File: config.mk
export PLATFORM = sky130hd
export DESIGN_NAME = instruction_mem
export DESIGN_NICKNAME = d
export VERILOG_FILES = /design/src/rtl/instruction_mem_pkg.sv /design/src/rtl/instruction_mem.sv
export SDC_FILE = /design/constraint.sdc
export NUM_CORES = 2
export LEC_CHECK = 0
export CORE_ASPECT_RATIO = 1.2
export CORE_MARGIN = 2
export CORE_UTILIZATION = 35
export CTS_CLUSTER_SIZE = 28
export DETAILED_ROUTE_END_ITERATION = 16
export GPL_TIMING_DRIVEN = 0
export PLACE_DENSITY = 0.6
export SLEW_MARGIN = 10
export SYNTH_ARGS = -nofsm -noshare
export SYNTH_HDL_FRONTEND = slang
export SYNTH_SLANG_ARGS = --single-unit
File: constraint.sdc
create_clock -name clk -period 3.9 [get_ports clk]
set_input_delay 0.78 -clock clk [delete_from_list [all_inputs] [get_ports clk]]
set_output_delay 0.78 -clock clk [all_outputs]
set_load 0.01 [all_outputs]
File: src/rtl/instruction_mem_pkg.sv
// Shared constants and boot image for the instruction store.
package instruction_mem_pkg;

    localparam int unsigned WORD_W   = 32;
    localparam int unsigned BOOT_LEN = 11;

    typedef logic [WORD_W-1:0] word_t;

    localparam word_t NOP_WORD = 32'h0000_0013;

    // Boot program image; entries past the program are filled with NOP.
    function automatic word_t boot_word(input int unsigned idx);
        word_t w;
        w = NOP_WORD;
        case (idx)
            0:       w = 32'h0050_0093;
            1:       w = 32'h00A0_0113;
            2:       w = 32'h0020_81B3;
            3:       w = 32'h4020_8233;
            4:       w = 32'h0020_F2B3;
            5:       w = 32'h0020_E333;
            6:       w = 32'h0020_C3B3;
            7:       w = 32'h0030_2023;
            8:       w = 32'h0000_2403;
            9:       w = 32'h0084_0463;
            10:      w = 32'h0000_0013;
            default: w = NOP_WORD;
        endcase
        return w;
    endfunction

endpackage

File: src/rtl/instruction_mem.sv
// Word-addressed instruction store: combinational read for fetch,
// synchronous write port, boot image reloaded on synchronous reset.
module instruction_mem
    import instruction_mem_pkg::*;
#(
    parameter int unsigned DEPTH     = 64,
    parameter int unsigned ADDR_BITS = $clog2(DEPTH)
) (
    input  logic              clk,
    input  logic              reset,
    input  logic [WORD_W-1:0] address,
    output logic [WORD_W-1:0] instruction,
    output logic              addr_err,
    input  logic              wr_en,
    input  logic [WORD_W-1:0] wr_addr,
    input  logic [WORD_W-1:0] wr_data
);

    word_t mem [DEPTH];

    logic rd_in_range;
    logic wr_in_range;

    // Full-width compares so any set upper bit rejects the access; no aliasing.
    assign rd_in_range = (address < WORD_W'(DEPTH));
    assign wr_in_range = (wr_addr < WORD_W'(DEPTH));

    // Zero-latency read mux.
    always_comb begin
        instruction = NOP_WORD;
        addr_err    = 1'b1;
        if (rd_in_range) begin
            instruction = mem[address[ADDR_BITS-1:0]];
            addr_err    = 1'b0;
        end
    end

    // Reset wins over a same-cycle write; out-of-range writes are dropped.
    always_ff @(posedge clk) begin
        if (reset) begin
            for (int unsigned i = 0; i < DEPTH; i++) begin
                mem[ADDR_BITS'(i)] <= boot_word(i);
            end
        end else if (wr_en && wr_in_range) begin
            mem[wr_addr[ADDR_BITS-1:0]] <= wr_data;
        end
    end

endmodule

==> metrics.md <==
| Metric | Value |
|---|---|
| Die Wd | `476.8 um` |
| VDD IR max | `0.3632 mV` |
| Layout area overhead | `22.07%` |
| RSZ-0062 raised after global routing | `yes` |
| Share of layout cells above drive strength 1 | `25.17%` |
| Seq/Total Area, Yosys | `roughly 66%` |
| Worst path arrival time | `3730 ps` |
| Most common cell after layout, fill and taps aside | `edfxtp_1` |
| Total CTS buffers | `roughly 210` |
| Nets | `6932` |
| DRC viols | `0` |
| Tcrit/Tclk final | `115.7%` |
| Initial drt markers | `10910` |
| Final WS setup | `-611.9 ps` |
| Hold Crit Class | `primary input to flip-flop` |
| Biggest regs | `mem x2048` |
| Outcome | `finished with violations` |
| CP endpoint | `instruction[13]` |
| 1st-pass router iterations | `6` |
| Fill cell count | `23860` |
| Quantity of hold-fixing buffers added after cts | `0` |
| CP required | `3120 ps` |
| Ys Warns | `0` |
| CP Class | `primary input to output port` |
| Placed cell areas | `0.1001 mm2` |
| Gpl congestion | `1.049` |
| Failing checks | `negative setup slack` |
| Max Slew Vio Count | `0` |
| Leakage power total | `39.14 nW` |
| Final Util | `42.88%` |
| Initial antenna violation count | `61` |
| # H-tree levels | `4` |
| Final hold violation count | `0` |
| Vias per cell | `6.091` |
| Sink Count | `a little over 2000` |
| Startpoint Class | `primary input` |
| All-Layer GR Usage | `between 30% and 40%` |
| EDFF count, synth | `2048` |
| First-pass GRT wire length | `569600 um` |
| Max Root-Sink Buffers | `4` |
| Worst Setup End Kind | `output port` |
| Routed WL | `445100 um` |
| Worst-path maximum fanout | `10` |
| Biggest register | `mem` |
| Total gr overflow | `0` |
| Via count | `64630` |
| Max reg flops | `2048` |
| Final setup violation count | `roughly 170` |
| Ys async rst share | `0%` |
| Most frequent cells in the layout | `2048 x edfxtp_1, 1812 x and2_1, 418 x clkbuf_1` |
| Mapped Nets | `about 6300` |
| Power Density | `roughly 450 mW/mm2` |
| CTS tree | `yes` |
| Worst-margin pin slew | `between 1000 and 1500 ps` |
| WHS Path Cells | `3` |
| Most used DFF post-synth | `edfxtp_1` |
| Largest net degree at the start of global routing | `33` |
| Worst-path clk slew | `60 ps` |
| Num rows | `between 200 and 250` |
| Wire length per cell | `41.95 um` |
| Seq cells post-synth | `2048` |
| Die H | `571.3 um` |
| Core area | `0.2673 mm2` |
| Slew HR | `4.191%` |
| # Max-Cap Violations | `0` |
| DIE AREA | `0.2724 mm2` |
| Initial Util | `between 30% and 40%` |
| Final Cell Area | `0.1146 mm2` |
| Num ports | `132` |
| Syn Area/Cell | `15.21 um2` |
| Final HPWL from detailed placement | `a little under 300000 um` |
| Unique masters post-synth | `62` |
| Clock period minus worst slack | `4512 ps` |
| Vias in the first global route | `approximately 61000` |
| Clock Root Buffer | `clkbuf_16` |
| Synth Instances | `6174` |
| Achievable Freq | `221.6 MHz` |
| Setup TNS Final | `-23840 ps` |
| Critical path origin | `address[2]` |
| Buffers on Ports | `97` |
| Mapped Area | `0.09388 mm2` |
| ANT nets after route | `0` |
critical path, cell delays in order:
cell and delay, ps:
buf_8 170, buf_12 190, buf_16 220, nor2_4 60, buf_12 150, buf_4 140, clkbuf_16 200, a22oi_2 860
a21oi_4 270, nor3_4 330, a21oi_2 100, buf_2 150
cells in the mapped netlist (all sizes together) (14+ instances only):
library cell / count / share of area, %
mux2i: 235 / 2.5
nand3: 21 / 0.11
o21ai: 52 / 0.28
nand3b: 15 / 0.12
nor4: 14 / 0.093
mux4: 414 / 9.9
nor2: 112 / 0.50
a22oi: 111 / 0.89
nand2b: 21 / 0.14
or2: 72 / 0.48
clkbuf: 529 / 2.2
a221o: 34 / 0.36
nand2: 20 / 0.080
nor3: 18 / 0.096
buf: 148 / 1.1
a221oi: 76 / 0.72
and2: 1814 / 12
or3: 241 / 1.6
a21oi: 84 / 0.45
edfxtp: 2048 / 66
o211ai: 14 / 0.11
layout make-up:
cell class / instances / area, um2 / share of cell area, %
Tap cell: 3570 / 4467 / 3.898
Clock inverter: 118 / 1020 / 0.8898
Buffer: 669 / 5139 / 4.484
Antenna cell: 48 / 120.1 / 0.1048
Clock buffer: 252 / 5434 / 4.742
Multi-Input combinational cell: 3481 / 32060 / 27.97
Inverter: 6 / 27.53 / 0.02402
Timing Repair Buffer: 419 / 4836 / 4.220
Sequential cell: 2048 / 61500 / 53.67
power breakdown:
part / leakage [nW] / internal, mW / total (mW) / switching, mW
Combinational: 16.4 / 2.02 / 6.04 / 4.02
Clock: 3.15 / 11.0 / 20.0 / 9.04
Sequential: 19.6 / 25.2 / 25.6 / 0.322
logic make-up (layout without fill, tap and decap cells):
logic type	after synthesis	count (layout)	synth area share (%)
other cells	0	48	0
compound gates	423	423	3.252
flops	2048	2048	65.51
mux	650	650	12.46
buf+inv	683	1464	3.287
simple gates	2370	2408	15.50
how the worst min path moves through the flow:
stage	slack (ps)	startpoint	end
floorplan	1230	wr_data[30]	mem[3][30]
global placement	1640	wr_data[0]	mem[8][0]
detailed placement	1380	wr_data[18]	mem[9][18]
CTS	470	wr_data[18]	mem[9][18]
global route	500	wr_data[11]	mem[5][11]
finish	500	wr_data[11]	mem[7][11]
per-layer routing:
layer,part of all wire [%],vias up,track usage (%)
met5,0.029,-,0
met4,12,20,30.92
met3,13,1569,10.22
met2,43,5449,47.09
met1,32,33170,35.42
li1,-,24420,-
stage by stage:
step | std cells | setup WS [ps] | hold slack (ps) | total power, mW
after floorplan | 6174 | 469.6 | 1227 | 28.00
after global placement | 9841 | -4945 | 1639 | 30.51
after detailed placement | 9870 | -4459 | 1378 | 30.66
after CTS | 10460 | -375.5 | 465.9 | 50.92
after global routing | 10570 | -483.6 | 499.4 | 52.17
final | 10610 | -611.9 | 498.6 | 51.64
timing repair:
| item | CTS | global route |
|---|---|---|
| pin swaps | 139 | 115 |
| buffers inserted | 201 | 91 |
| setup endpoints to repair | 1663 | 1323 |
| gates resized for setup | 1159 | 194 |
| hold endpoints to repair | 0 | 0 |
| gates cloned | 25 | 20 |
No activity file was read; power rests on OpenSTA's default activity.
